$ cat src/rtl/ram_dp_arbiter.sv
// Round-robin read/write arbiter in front of a shared dual-port RAM.
// Clears the RAM after reset, then serves NREQ requesters on each port.
//
// Ports:
//   clk, reset                 clock, synchronous active-high reset
//   rd_req/rd_addr -> rd_gnt   read request side, combinational grant
//   rd_valid/rd_data           read return, one cycle after grant
//   wr_req/wr_addr/wr_data     write request side
//   wr_gnt                     combinational write grant
//   init_busy                  high while the clear sweep runs
//   ram_*                      connection to the external RAM
module ram_dp_arbiter #(
    parameter int                   NREQ       = 4,
    parameter int                   DATAWIDTH  = 9,
    parameter int                   ADDRWIDTH  = 9,
    parameter logic [DATAWIDTH-1:0] INIT_VALUE = '0
) (
    input  logic                      clk,
    input  logic                      reset,
    input  logic [NREQ-1:0]           rd_req,
    input  logic [NREQ*ADDRWIDTH-1:0] rd_addr,
    output logic [NREQ-1:0]           rd_gnt,
    output logic [NREQ-1:0]           rd_valid,
    output logic [DATAWIDTH-1:0]      rd_data,
    input  logic [NREQ-1:0]           wr_req,
    input  logic [NREQ*ADDRWIDTH-1:0] wr_addr,
    input  logic [NREQ*DATAWIDTH-1:0] wr_data,
    output logic [NREQ-1:0]           wr_gnt,
    output logic                      init_busy,
    output logic [ADDRWIDTH-1:0]      ram_rd_addr,
    input  logic [DATAWIDTH-1:0]      ram_rd_data,
    output logic [ADDRWIDTH-1:0]      ram_wr_addr,
    output logic [DATAWIDTH-1:0]      ram_wr_data,
    output logic                      ram_we
);

    localparam int PW = (NREQ > 1) ? $clog2(NREQ) : 1;

    typedef enum logic {
        INIT,
        RUN
    } state_t;

    state_t               state;
    state_t               state_nxt;
    logic [ADDRWIDTH-1:0] cnt;
    logic [ADDRWIDTH-1:0] cnt_nxt;
    logic [PW-1:0]        rd_ptr;
    logic [PW-1:0]        rd_ptr_nxt;
    logic [PW-1:0]        wr_ptr;
    logic [PW-1:0]        wr_ptr_nxt;
    logic [ADDRWIDTH-1:0] rd_addr_q;

    // Two passes: indices at/after the pointer first, then the wrap-around.
    function automatic logic [NREQ-1:0] rr_pick(
        input logic [NREQ-1:0] req,
        input logic [PW-1:0]   ptr
    );
        logic [NREQ-1:0] g;
        logic            found;
        g     = '0;
        found = 1'b0;
        for (int i = 0; i < NREQ; i++) begin
            if (!found && req[i] && (i >= int'(ptr))) begin
                g[i]  = 1'b1;
                found = 1'b1;
            end
        end
        for (int i = 0; i < NREQ; i++) begin
            if (!found && req[i]) begin
                g[i]  = 1'b1;
                found = 1'b1;
            end
        end
        return g;
    endfunction

    assign rd_data = ram_rd_data;

    always_ff @(posedge clk) begin
        if (reset) begin
            state     <= INIT;
            cnt       <= '0;
            rd_ptr    <= '0;
            wr_ptr    <= '0;
            rd_valid  <= '0;
            rd_addr_q <= '0;
        end else begin
            state     <= state_nxt;
            cnt       <= cnt_nxt;
            rd_ptr    <= rd_ptr_nxt;
            wr_ptr    <= wr_ptr_nxt;
            rd_valid  <= rd_gnt;
            // Remember the last presented address so it holds when idle.
            rd_addr_q <= ram_rd_addr;
        end
    end

    always_comb begin
        state_nxt   = state;
        cnt_nxt     = cnt;
        rd_ptr_nxt  = rd_ptr;
        wr_ptr_nxt  = wr_ptr;
        rd_gnt      = '0;
        wr_gnt      = '0;
        init_busy   = 1'b0;
        ram_rd_addr = rd_addr_q;
        ram_wr_addr = '0;
        ram_wr_data = INIT_VALUE;
        ram_we      = 1'b0;
        unique case (state)
            INIT: begin
                init_busy   = 1'b1;
                ram_we      = 1'b1;
                ram_rd_addr = cnt;
                ram_wr_addr = cnt;
                cnt_nxt     = cnt + ADDRWIDTH'(1);
                if (cnt == '1) begin
                    state_nxt = RUN;
                end
            end
            RUN: begin
                rd_gnt = rr_pick(rd_req, rd_ptr);
                wr_gnt = rr_pick(wr_req, wr_ptr);
                for (int i = 0; i < NREQ; i++) begin
                    if (rd_gnt[i]) begin
                        ram_rd_addr = rd_addr[i*ADDRWIDTH +: ADDRWIDTH];
                        rd_ptr_nxt  = (i == NREQ - 1) ? '0 : PW'(i + 1);
                    end
                    if (wr_gnt[i]) begin
                        ram_we      = 1'b1;
                        ram_wr_addr = wr_addr[i*ADDRWIDTH +: ADDRWIDTH];
                        ram_wr_data = wr_data[i*DATAWIDTH +: DATAWIDTH];
                        wr_ptr_nxt  = (i == NREQ - 1) ? '0 : PW'(i + 1);
                    end
                end
            end
            default: begin
                state_nxt = INIT;
            end
        endcase
    end

endmodule

$ cat config.mk
export PLATFORM = sky130hd
export DESIGN_NAME = ram_dp_arbiter
export DESIGN_NICKNAME = d
export VERILOG_FILES = /design/src/rtl/ram_dp_arbiter.sv
export SDC_FILE = /design/constraint.sdc
export NUM_CORES = 1
export LEC_CHECK = 0
export CORE_ASPECT_RATIO = 1.25
export CORE_MARGIN = 2
export CORE_UTILIZATION = 60
export CTS_CLUSTER_SIZE = 30
export DETAILED_ROUTE_END_ITERATION = 10
export DONT_BUFFER_PORTS = 1
export GPL_ROUTABILITY_DRIVEN = 1
export GPL_TIMING_DRIVEN = 0
export PLACE_DENSITY_LB_ADDON = 0.12
export RECOVER_POWER = 100
export SETUP_SLACK_MARGIN = 0.3
export SYNTH_ARGS = -nofsm -noshare
export SYNTH_HDL_FRONTEND = slang
export SYNTH_SLANG_ARGS = --single-unit
$ cat constraint.sdc
create_clock -name clk -period 2.3 [get_ports clk]
set_input_delay 0.46 -clock clk [delete_from_list [all_inputs] [get_ports clk]]
set_output_delay 0.46 -clock clk [all_outputs]
set_load 0.01 [all_outputs]
==> results of run 1 <==
[through the flow]
stage          hold WS, ns  setup TNS, ns  cell area, µm²
4_1_cts             0.4237              0            3796
3_5_place_dp        0.5347       -0.01261            2831
3_3_place_gp        0.5172              0            2831
2_1_floorplan       0.4920              0            2761
[cell families after synthesis]
| kind of cell | synth area share (%) |
|---|---|
| buffers and inverters | 11.92 |
| AOI/OAI and AO/OA | 43.25 |
| adders and majority gates | 0.9536 |
| xor gates and xnor gates | 1.335 |
| DFF | 20.60 |
| and+or+nand+nor | 20.79 |
| muxes | 1.145 |
[synth_stat cells (10+ instances only)]
| master | instances | area share (%) |
|---|---|---|
| o21ai_1 | 17 | 3.2 |
| buf_2 | 13 | 2.5 |
| o21ai_0 | 13 | 2.5 |
| inv_1 | 26 | 3.7 |
| dfxtp_1 | 27 | 21 |
| nor2b_1 | 10 | 2.4 |
| nand2b_1 | 14 | 3.3 |
| nand3_1 | 14 | 2.7 |
| nor2_1 | 34 | 4.9 |
| a211oi_1 | 10 | 2.9 |
| clkbuf_1 | 16 | 2.3 |
| o22ai_1 | 19 | 4.5 |
| a21oi_1 | 28 | 5.3 |
| a211oi_2 | 10 | 4.8 |
| buf_4 | 10 | 2.9 |
[repair_timing]
item | CTS
resized for setup | 146
hold buffers | 0
cloned | 9
endpoints found under the setup margin | 37
pin swaps | 55
buffers inserted | 24
==> run_results.csv, run 1 <==
group,metric,value,unit
synth,synth_edf_count,0,
floorplan,io_pins,177,
floorplan,die_y,77.94,µm
synth,synth-main-ff-cell,"dfxtp_1",
outcome,status,"stopped before the end",
placed_design,place_inst,422,
placed_design,numPortBuffers,0,
floorplan,start_util,63.51,%
clock_network,cts_buffer_depth,2,
synth,synthArstFlopShare,0,%
timing,grt_repair_worst_endpoint,"ram_wr_data[5]",
clock_network,cts-root-buf,"clkbuf_8",
floorplan,die_x,63.15,µm
synth,yosys_warnings,0,
clock_network,cts_max_level,1,
synth,synth.cell_area,0.002624,mm²
outcome,tool.error,"[ERROR DPL-0038] Utilization greater than 100%, impossible to legalize",
timing,worstEpCategory,"top-level output",
clock_network,cts_made_buffers,3,
clock_network,cts.sinks,27,
placed_design,place_congestion,0.9405,
floorplan,num_rows,26,
synth,ys_seq_elements,27,
synth,netlist_instances,366,
synth,yosysSeqAreaShare,20.60,%
global_route,grt_max_degree,16,
synth,ys_types,49,
synth,synth.avg_cell_area,7.169,µm²
placed_design,hpwl,6241,µm
outcome,stop_stage,"global routing (5_1_grt)",
synth,synth_fp_nets,495,
placed_design,pre_cts_ws,-0.01261,ns
==> inputs of run 2 (changes only) <==
Settings changed: CORE_ASPECT_RATIO 1.25 to not set, CORE_UTILIZATION 60 to 40, CTS_CLUSTER_SIZE 30 to not set, PLACE_DENSITY_LB_ADDON 0.12 to 0.15, SETUP_SLACK_MARGIN 0.3 to not set.
==> run 2 against run 1 <==
The run now ends clean. Synthesized area stayed put. Synthesized cell count stayed put.
==> run_results.csv, run 2 <==
group,metric,value,unit
finish,layout_common_cells,"nor2_1 (32), inv_1 (26), a21oi_2 (22), dfxtp_1 (22), buf_4 (21)",
timing,rsz0062_at_grt,"yes",
synth,synth-main-ff-cell,"dfxtp_1",
timing,tightest_slew,0.7733,ns
power_and_ir_drop,power,1.123,mW
finish,fin_util,56.85,%
timing,fin_crit_sh,99.93,%
floorplan,fp.dieArea,0.007223,mm²
detailed_routing,first_pass_iters,5,
detailed_routing,drc,0,
synth,synthSimpleGateAreaFrac,20.79,%
placed_design,numPortBuffers,0,
power_and_ir_drop,power.static_leakage,1.260,nW
placed_design,hpwl,7435,µm
global_route,grt_pass1_wl,15500,µm
detailed_routing,via_count,3063,
clock_network,cts-root-buf,"clkbuf_8",
detailed_routing,vias_per_cell,6.531,
setup_path,crit_arrival,1.84,ns
synth,yosysSeqAreaShare,20.60,%
power_and_ir_drop,ir_drop,0.2194,mV
placed_design,place_congestion,0.8668,
setup_path,crit_path_end_kind,"output pin",
timing,maxSlewViolCount,0,
synth,synth_top_area_cell,"dfxtp_1",
detailed_routing,route.detailed.wl_per_inst,21.75,µm
detailed_routing,wirelength,10200,µm
synth,synth.most_common_cell,"nor2_1",
flow_run,maxCapViolCount,0,
finish,diodes,0,
min_path,hold_path_class,"in -> reg",
global_route,gr-total-overflow,0,
clock_network,cts_hold_buf,0,
synth,synth.avg_cell_area,7.169,µm²
floorplan,num_rows,29,
synth,synth_compound_area_share,43.25,%
finish,areaGrowthSynthToFinish,37.58,%
global_route,first_global_vias,2904,
floorplan,core_area,0.006350,mm²
synth,synth_xor_area_share,1.335,%
synth,yosys_warnings,0,
timing,fmax,0.4351,GHz
synth,synth_edf_count,0,
clock_network,cts_tree,"done",
global_route,grt_usage,26.45,%
finish,final_common_cell,"nor2_1",
finish,fin_nets,522,
setup_path,cp_max_fo,10,
timing,finalWorstSetupSlack,0.001497,ns
setup_path,worst_setup_path_start_kind,"flop",
clock_network,cts.sinks,27,
synth,synth_common_cells,"nor2_1 (34), a21oi_1 (28), dfxtp_1 (27)",
finish,drive_above_1_share,40.05,%
clock_network,cts_max_level,1,
synth,synth_fp_nets,495,
clock_network,clkTransAtPathRegs,0.11,ns
clock_network,cts_made_buffers,3,
detailed_routing,ant_nets,0,
synth,synth_top_family_by_area,"compound AO/OA/AOI/OAI gates",
timing,finalHoldViolations,0,
global_route,antenna_found_initial,0,
power_and_ir_drop,pwr_density_cell,311.1,mW/mm²
timing,min_period,2.299,ns
floorplan,die_x,84.99,µm
global_route,grt_max_degree,17,
timing,skew,0.007457,ns
synth,synth.mux.area_fraction,1.144,%
detailed_routing,drt-initial-drc-count,169,
clock_network,clk_latency,0.28,ns
synth,ys_types,49,
setup_path,required,1.84,ns
clock_network,cts_buffer_depth,2,
finish,reg_top3,"cnt (9), rd_addr_q (9), rd_valid (4)",
timing,hold_ws,0.4168,ns
synth,ys_top_cells_by_area,"dfxtp_1 (21%), a21oi_1 (5.3%), nor2_1 (4.9%)",
synth,synthAdderAreaFrac,0.9537,%
outcome,status,"completed",
synth,synthArstFlopShare,0,%
floorplan,die_y,84.99,µm
floorplan,io_pins,177,
timing,maxSlewHeadroom,48.45,%
synth,netlist_instances,366,
floorplan,start_util,41.32,%
placed_design,pre_cts_ws,-0.1880,ns
timing,finalSetupViolations,0,
synth,synth.cell_area,0.002624,mm²
synth,ys_seq_elements,27,
setup_path,crit_type,"reg -> out",
synth,synth_top_area_share,20.60,%
==> run 2: worst max-delay path: stages (launching register included) <==
cell	delay, ns
dfxtp_2	0.33
buf_6	0.12
nor2_1	0.07
a311o_1	0.33
buf_6	0.18
a21boi_1	0.20
o21ai_2	0.10
a21oi_2	0.23
==> run 2: stage by stage <==
| stage | setup TNS, ns | cell area [µm²] | cells |
|---|---|---|---|
| 6_report | 0 | 3610 | 469 |
| 5_1_grt | -0.5960 | 3610 | 469 |
| 4_1_cts | -0.004791 | 3388 | 456 |
| 3_5_place_dp | -1.103 | 2720 | 443 |
| 3_3_place_gp | -0.7253 | 2720 | 443 |
| 2_1_floorplan | 0 | 2624 | 366 |
==> run 2: cell type report <==
type                            instances  area (µm²)
Fill cell                             565        2740
Multi-Input combinational cell        270        2332
Sequential cell                        27       549.3
Buffer                                 40       264.0
Timing Repair Buffer                   24       212.7
Inverter                               27       106.4
Tap cell                               77       96.34
Clock buffer                            3       41.29
Clock inverter                          1       7.507
==> run 2: cells by family after synthesis <==
logic type,after synthesis
compound gates,155
flops,27
mux,3
fa+ha+maj,2
xor+xnor,4
simple gates,106
buf+inv,69
==> run 2: repair_timing <==
item	CTS	global route
gates cloned	3	1
pin swaps	31	31
buffers inserted	8	12
endpoints found under the setup margin	34	32
gates resized for setup	118	47
==> run 2: path summary, 6_finish.rpt <==
kind / startpoint / end / slack, ns / cells after the start
min reg2reg: cnt[5]$_SDFFE_PP0N_ / cnt[5]$_SDFFE_PP0N_ / 0.56 / 2
max reg2reg: rd_ptr[1]$_SDFFE_PP0P_ / rd_addr_q[4]$_SDFF_PP0_ / 0.61 / 8
max: rd_ptr[1]$_SDFFE_PP0P_ / ram_rd_addr[1] / 0.001 / 7
min: rd_addr[18] / rd_addr_q[0]$_SDFF_PP0_ / 0.42 / 2
==> run 2: per-layer routing <==
layer	GRT usage (%)	vias to the layer above	routed length, µm
met2	43.54	133	4840
met5	0	-	0
li1	-	1396	-
met4	6.638	0	278
met1	36.37	1509	4443
met3	3.891	25	637
==> run 2: where the power goes <==
| group | switching [mW] | leakage [nW] | internal, mW |
|---|---|---|---|
| sequential | 0.00689 | 0.221 | 0.473 |
| combinational | 0.205 | 1.02 | 0.146 |
| clock | 0.168 | 0.0217 | 0.124 |
Note: power is estimated with default switching activity, not from simulation.
